[src/rtl/sail_clk_pkg.sv]
// Shared clocking/reset definitions: sequencer state encoding and default
// qualification timings used by the PLL reset sequencer.
package sail_clk_pkg;

   // Sequencer states; the numeric values are visible on the debug port.
   typedef enum logic [1:0] {
      ST_WAIT_LOCK = 2'd0,
      ST_STABILIZE = 2'd1,
      ST_HOLD      = 2'd2,
      ST_RUN       = 2'd3
   } seq_state_e;

   // Consecutive synchronized-lock cycles before the reset hold begins.
   localparam int unsigned DEF_LOCK_CYCLES = 1024;
   // Cycles the core reset stays asserted once lock has qualified.
   localparam int unsigned DEF_HOLD_CYCLES = 16;

   // Width of the shared phase counter and of the lock-loss event counter.
   localparam int unsigned SEQ_CNT_W  = 16;
   localparam int unsigned LOST_CNT_W = 8;

   // Increment that sticks at all-ones instead of wrapping.
   function automatic logic [LOST_CNT_W-1:0] sat_inc(input logic [LOST_CNT_W-1:0] v);
      logic [LOST_CNT_W-1:0] res;
      res = v;
      if (v != {LOST_CNT_W{1'b1}}) begin
         res = v + {{(LOST_CNT_W-1){1'b0}}, 1'b1};
      end
      return res;
   endfunction

endpackage

[src/rtl/sync_2ff.sv]
// Two-flop synchronizer for a single asynchronous level signal.
// Both stages clear to 0 on the asynchronous active-low reset.
module sync_2ff (
   input  logic clk,
   input  logic rst_n,
   input  logic d_i,
   output logic q_o
);

   logic meta_q;
   logic sync_q;

   // Two back-to-back flops give the first stage a full cycle to resolve.
   always_ff @(posedge clk or negedge rst_n) begin
      if (!rst_n) begin
         meta_q <= 1'b0;
         sync_q <= 1'b0;
      end else begin
         meta_q <= d_i;
         sync_q <= meta_q;
      end
   end

   assign q_o = sync_q;

endmodule

[src/rtl/pll_reset_sequencer.sv]
// PLL reset sequencer: waits for a stable PLL lock, holds the core reset for
// a fixed number of cycles, then releases it. Runs on the free-running board
// clock so it keeps working while the PLL output is absent or unstable.
module pll_reset_sequencer
   import sail_clk_pkg::*;
#(
   parameter int unsigned LOCK_CYCLES = DEF_LOCK_CYCLES,
   parameter int unsigned HOLD_CYCLES = DEF_HOLD_CYCLES
) (
   input  logic       clk,
   input  logic       rst_n,
   input  logic       locked,
   input  logic       sw_reset_req,
   output logic       core_rst_n,
   output logic       pll_ready,
   output logic       lock_lost,
   output logic [7:0] lock_lost_count,
   output logic [1:0] state
);

   // Terminal counter values for the two timed phases.
   localparam logic [SEQ_CNT_W-1:0] LOCK_LAST = SEQ_CNT_W'(LOCK_CYCLES - 1);
   localparam logic [SEQ_CNT_W-1:0] HOLD_LAST = SEQ_CNT_W'(HOLD_CYCLES - 1);
   localparam logic [SEQ_CNT_W-1:0] CNT_ONE   = SEQ_CNT_W'(1);

   logic                  locked_s;

   seq_state_e            state_q,      state_d;
   logic [SEQ_CNT_W-1:0]  cnt_q,        cnt_d;
   logic                  lost_q,       lost_d;
   logic [LOST_CNT_W-1:0] lost_cnt_q,   lost_cnt_d;
   logic                  core_rst_n_q;
   logic                  ready_q;

   // The raw lock flag is only ever used through this synchronizer.
   sync_2ff u_lock_sync (
      .clk   (clk),
      .rst_n (rst_n),
      .d_i   (locked),
      .q_o   (locked_s)
   );

   // Next-state logic; the counter is cleared on every state change, and in
   // the timed phases it stops at its terminal value so it can never wrap.
   always_comb begin
      state_d    = state_q;
      cnt_d      = cnt_q;
      lost_d     = 1'b0;
      lost_cnt_d = lost_cnt_q;
      case (state_q)
         ST_WAIT_LOCK: begin
            if (locked_s) begin
               state_d = ST_STABILIZE;
               cnt_d   = '0;
            end
         end
         ST_STABILIZE: begin
            if (!locked_s) begin
               state_d = ST_WAIT_LOCK;
               cnt_d   = '0;
            end else if (cnt_q == LOCK_LAST) begin
               state_d = ST_HOLD;
               cnt_d   = '0;
            end else begin
               cnt_d = cnt_q + CNT_ONE;
            end
         end
         ST_HOLD: begin
            if (!locked_s) begin
               state_d = ST_WAIT_LOCK;
               cnt_d   = '0;
            end else if (cnt_q == HOLD_LAST) begin
               state_d = ST_RUN;
               cnt_d   = '0;
            end else begin
               cnt_d = cnt_q + CNT_ONE;
            end
         end
         ST_RUN: begin
            // Lock loss wins over a software reset request in the same cycle.
            if (!locked_s) begin
               state_d    = ST_WAIT_LOCK;
               cnt_d      = '0;
               lost_d     = 1'b1;
               lost_cnt_d = sat_inc(lost_cnt_q);
            end else if (sw_reset_req) begin
               state_d = ST_HOLD;
               cnt_d   = '0;
            end
         end
         default: begin
            state_d = ST_WAIT_LOCK;
            cnt_d   = '0;
         end
      endcase
   end

   // State, counters and outputs; the reset outputs follow the next state so
   // they change on the very edge the FSM enters or leaves RUN.
   always_ff @(posedge clk or negedge rst_n) begin
      if (!rst_n) begin
         state_q      <= ST_WAIT_LOCK;
         cnt_q        <= '0;
         lost_q       <= 1'b0;
         lost_cnt_q   <= '0;
         core_rst_n_q <= 1'b0;
         ready_q      <= 1'b0;
      end else begin
         state_q      <= state_d;
         cnt_q        <= cnt_d;
         lost_q       <= lost_d;
         lost_cnt_q   <= lost_cnt_d;
         core_rst_n_q <= (state_d == ST_RUN);
         ready_q      <= (state_d == ST_RUN);
      end
   end

   assign core_rst_n      = core_rst_n_q;
   assign pll_ready       = ready_q;
   assign lock_lost       = lost_q;
   assign lock_lost_count = lost_cnt_q;
   assign state           = state_q;

endmodule

[config.mk]
export PLATFORM = sky130hd
export DESIGN_NAME = pll_reset_sequencer
export DESIGN_NICKNAME = d
export VERILOG_FILES = /design/src/rtl/sail_clk_pkg.sv /design/src/rtl/sync_2ff.sv /design/src/rtl/pll_reset_sequencer.sv
export SDC_FILE = /design/constraint.sdc
export NUM_CORES = 1
export LEC_CHECK = 0
export ABC_CLOCK_PERIOD_IN_PS = 3850
export CAP_MARGIN = 20
export CORE_MARGIN = 4
export CORE_UTILIZATION = 30
export DETAILED_ROUTE_END_ITERATION = 7
export GPL_TIMING_DRIVEN = 0
export PLACE_DENSITY = 0.51
export SLEW_MARGIN = 20
export SYNTH_ARGS = -nofsm -noshare
export SYNTH_HDL_FRONTEND = slang
export SYNTH_HIERARCHICAL = 1
export SYNTH_SLANG_ARGS = --single-unit
[constraint.sdc]
create_clock -name clk -period 3.85 [get_ports clk]
set_input_delay 0.385 -clock clk [delete_from_list [all_inputs] [get_ports clk]]
set_output_delay 0.385 -clock clk [all_outputs]
set_load 0.1 [all_outputs]
# Word-level counts from Yosys, hierarchy flattened

Index checks and enable logic that the tools add are counted.

Register bits after elaboration: 30
Input port bits: 4

Muxes and demuxes: 18
Reductions and logical operators: 3
Equality and inequality tests: 9
Bitwise logic cells: 1
$add $sub $neg: 2

Operators by type and width:

| operator                                               | number |
|---|---|
| 2-to-1 mux 16 bit                                      | 7 |
| case mux 16 bit (4 select lines)                       | 1 |
| adder 16 x 1 -> 16 bit (second input constant)         | 1 |
| equality test 16 x 10 -> 1 bit (second input constant) | 1 |
| equality test 16 x 4 -> 1 bit (second input constant)  | 1 |
| 2-to-1 mux 2 bit                                       | 7 |
| adder 8 x 1 -> 8 bit (second input constant)           | 1 |
| != test 8 bit (second input constant)                  | 1 |
| case mux 2 bit (4 select lines)                        | 1 |
| equality test 2 bit (second input constant)            | 3 |
| != test 3 bit (second input constant)                  | 1 |
| AND reduction 3 bit                                    | 1 |
| equality test 2 x 1 -> 1 bit (second input constant)   | 1 |
| zero test 2 bit                                        | 1 |
| 2-to-1 mux 1 bit                                       | 2 |
| != test 2 x 1 -> 1 bit (second input constant)         | 1 |
| AND reduction 2 bit                                    | 1 |
| inverter 1 bit                                         | 1 |

# Longest topological paths before layout

Word-level depth: 5
Gate-level depth with buffers: 8
Mapped depth without buffers: 7

# By module

Netlist, hierarchy kept.

Modules (own cells, without submodules):

| module              | cells an instance | seq. area each (um^2) | instances | area an instance (um^2) |
|---|---|---|---|---|
| pll_reset_sequencer | 179               | 700.7                 | 1         | 1639.1 |
| sync_2ff            | 2                 | 50.0                  | 1         | 50.0 |

# Worst setup path after synthesis

Ideal clock, no wire load.

Kind: reg2reg
Start: register state_q[1], in the netlist state[1]
End: register cnt_q[13]
Setup time: 82 ps
Path buffers: 1
Cell stages (with the launch flop): 9
Slack: 1280 ps
Clock period less this slack: 2570 ps
Arrival: 2488 ps
Path through: dfrtp_1 inv_1 ha_1 nand3_1 a41o_1 a21oi_2 buf_2 a31oi_1 a31oi_1

Cells in the longest elaborated chain, start to end: 3
Elaborated cells on any way between the ends: 8
Those cells by class: 5 x eq/ne; 1 x mux; 2 x reduce/logical

RTL lines:

| item                                                                     | line                       | text |
|---|---|---|
| start, declared                                                          | pll_reset_sequencer.sv:28  | `seq_state_e state_q, state_d;` |
| start signal, assigned                                                   | pll_reset_sequencer.sv:109 | `state_q <= state_d;` |
| equality test 2 bit / zero test 2 bit (equally long branches)            | pll_reset_sequencer.sv:50  | `case (state_q)` |
| != test 3 bit (no line) / != test 2 x 1 -> 1 bit (equally long branches) | -                          |  |
| AND reduction 2 bit (no line)                                            | -                          |  |
| end signal, assigned                                                     | pll_reset_sequencer.sv:110 | `cnt_q <= cnt_d;` |
| end, declared                                                            | pll_reset_sequencer.sv:29  | `logic [SEQ_CNT_W-1:0] cnt_q, cnt_d;` |

Parallel ways exist; a longest one is shown, timed or not.
A chain may end at the register's enable or synchronous reset.

# Worst setup path in the final report

Start: register cnt_q[13]
End: register cnt_q[0]

Cells in the longest elaborated chain, start to end: 4
Elaborated cells on any way between the ends: 7
Those cells by class: 2 x eq/ne; 5 x mux

RTL lines:

| item                                                                                   | line |
|---|---|
| equality test 16 x 4 -> 1 bit / equality test 16 x 10 -> 1 bit (equally long branches) | pll_reset_sequencer.sv:72, pll_reset_sequencer.sv:61 |
| 2-to-1 mux 16 bit, on equally long branches                                            | pll_reset_sequencer.sv:72, pll_reset_sequencer.sv:61 |
| 2-to-1 mux 16 bit, on equally long branches                                            | pll_reset_sequencer.sv:69, pll_reset_sequencer.sv:58 |
| case mux 16 bit (4 select lines) *                                                     | pll_reset_sequencer.sv:50 |

Every way passes the cells marked *; elsewhere a longest branch is shown, timed or not.

==> reports/results.ini <==
[cells_and_area]
syn2layout_area_growth_pct=21.9
diodes=0
layout-drive-gt1-share_pct=11.1
final_area_sq_um=2060
finalNonFillerCells=279
nets=217

[grt]
grt_usage_pct=11.8
antenna_found_initial=0
grt_pass1_wl_um=6620
grt_overflow=0
grt_max_degree=30
grt_pass1_vias=1344

[critical_path]
worstPathCellList=or4_4, o41ai_4, a21oi_2, buf_2, mux2_2
r2r_end=cnt_q[0]
startpoint=cnt_q[13]
critical_path_depth=5
cp_max_fo=10
timing.rr.start=cnt_q[13]
critPathTopFamily=compound AO/OA/AOI/OAI gates
worstPathArrival_ns=2.51
slowest_delay_ns=0.57
required_ns=4.01
worst_setup_path_start_kind=flop
critPathSlowestCell=or4_4
critPathBufInv=1
endpoint_kind=flop
ff2ff_path_depth=5
cp-endpoint=cnt_q[0]
regToRegSetupSlack_ns=1.50
setup.worst_path.class=flop to flop

[sta]
finalCritPeriodShare_pct=60.9
tns_ns=0
rsz0062_at_grt=false
slew_viol_final=0
post-route-min-period_ns=2.35
hold_violations=0
timing.fmax_mhz=426
tightest_slew_ns=0.968
fin_skew_ns=0.00972
whs_ns=0.349
finalSetupViolCount=0
maxSlewHeadroom_pct=35.3

[clock_tree]
insertion_delay_ns=0.29
hold_buffers=1
path_clk_slew_ns=0.07
clock-sinks=30
postCtsSetupBuffers=0
cts_tree=yes
root_buffer=clkbuf_8
htree_levels=2
clockBufferDepth=2
cts.repair.resized=0
cts_buffers=5

[pwr]
peakVddDrop_mv=0.228
leakage_nw=0.898
sw_frac_of_total_pct=33.9
p_sw_uw=271
power_density_nw_per_um2=389
p_seq_share_pct=42.3
p_comb_share_pct=23.9
intPower_uw=529
power_frac_clock_pct=33.8
p_total_uw=800

[routing]
drcViolationCount=0
num_vias=1417
ant_nets=0
drtPass1Iterations=4
wl_per_cell_um=13.5
drt-total-wl_um=3770
routed_via_density=5.08
first_iter_violations=81

[synth]
yosys_warnings=6
synth.top_cells.by_area=dfrtp_1 (44%), ha_1 (5.2%), nand2_1 (4.7%)
ys_ff_latch=30
syn_avg_cell_area_sq_um=9.33
netlist_instances=181
yosysTopAreaCell=dfrtp_1
ys.flop_type=dfrtp_1
ys_types=38
async_reset_ff_share_pct=100
synth_top_area_share_pct=44.4
synth_edf_count=0
netlist_area_sq_um=1690
syn_nets=192
seq_area_frac_synth_pct=44.4

[placed_design]
dp_cells=270
place_congestion=0.758
portBuffers=16
dp_hpwl_um=2580
placed_area_sq_um=1950

[floorplan]
rows=27
start_util_pct=30.9
die-area_sq_um=6890
die_w_um=83.0
core_area_sq_um=5470
die_h_um=83.0
ios=17

[flow_run]
drv_cap=0

[status]
status=finished, final reports clean

[min_path]
hp-class=flop to flop

cells in the final DEF, fill, tap and decap left out, types with 6 or more instances in the layout:
cell and count:
and3_1 6, a21oi_1 12, ha_1 7, nand2_1 21
dfrtp_1 30, inv_1 8, nand3_1 14, nor2_1 10
buf_2 7, a31oi_1 8, nand4_1 7, o21ai_0 9
clkbuf_8 6, clkdlybuf4s50_1 15
synth_stat cells, types with 4 or more instances:
cell,instances
dfrtp_1,30
nand2_1,21
nand3_1,14
a21oi_1,12
nor2_1,10
o21ai_0,9
a31oi_1,8
inv_1,8
ha_1,7
nand4_1,7
and3_1,6
buf_2,6
nor4_1,4
xor2_1,4
area by class of cell:
type | count | area, sq um
fill | 558 | 3410
multi-input combinational | 133 | 860
sequential | 30 | 751
timing repair buffer | 18 | 185
tap | 72 | 90.1
clock buffer | 6 | 82.6
buffer | 10 | 48.8
inverter | 8 | 30.0
clock inverter | 2 | 12.5
metrics by stage:
| step | setup WS (ns) | utilization, % |
|---|---|---|
| CTS | 1.52 | 37.6 |
| finish | 1.50 | 37.6 |
| global placement | 1.57 | 35.4 |
| floorplan | 1.28 | - |
| detailed placement | 1.53 | 35.7 |
| global route | 1.39 | 37.6 |
state kept, by name, summed over array words and instances, names as in the netlist:
register            flops
cnt_q                  16
state                   2
pll_ready               1
lock_lost               1
u_lock_sync/q_o         1
lock_lost_count         8
u_lock_sync/meta_q      1
cell families after synthesis:
| logic type | Yosys count | synth area share (%) |
|---|---|---|
| multiplexers | 5 | 3.19 |
| buffers and inverters | 18 | 4.67 |
| XOR/XNOR | 7 | 3.63 |
| flip-flops | 30 | 44.4 |
| adder cells (fa/ha/maj) | 7 | 5.18 |
| AO/OA/AOI/OAI | 43 | 17.6 |
| AND/OR/NAND/NOR | 71 | 21.3 |
routing by layer:
layer  track usage, %  up-vias  wire length [um]
met5                0        -                 0
met1             16.4      672              1850
met4             5.35        0                72
met2             17.1       27              1680
li1                 -      711                 -
met3             3.27        7               163
worst min-delay path by stage:
stage	slack (ns)	to	cells past startpoint	start
6_report	0.35	u_lock_sync/q_o	0	u_lock_sync/meta_q
5_1_grt	0.37	u_lock_sync/q_o	0	u_lock_sync/meta_q
4_1_cts	0.35	u_lock_sync/q_o	0	u_lock_sync/meta_q
3_5_place_dp	0.18	u_lock_sync/q_o	1	rst_n
3_3_place_gp	0.33	u_lock_sync/q_o	0	u_lock_sync/meta_q
2_1_floorplan	0.09	cnt_q[0]	0	rst_n
power by group through the flow:
stage / logic, mW / clock network [mW] / registers [mW]
2_1_floorplan: 0.100 / 0 / 0.379
3_3_place_gp: 0.189 / 0 / 0.345
3_5_place_dp: 0.191 / 0 / 0.345
4_1_cts: 0.193 / 0.278 / 0.338
5_1_grt: 0.214 / 0.293 / 0.340
6_report: 0.192 / 0.270 / 0.339
(Power assumes the default switching activity.)
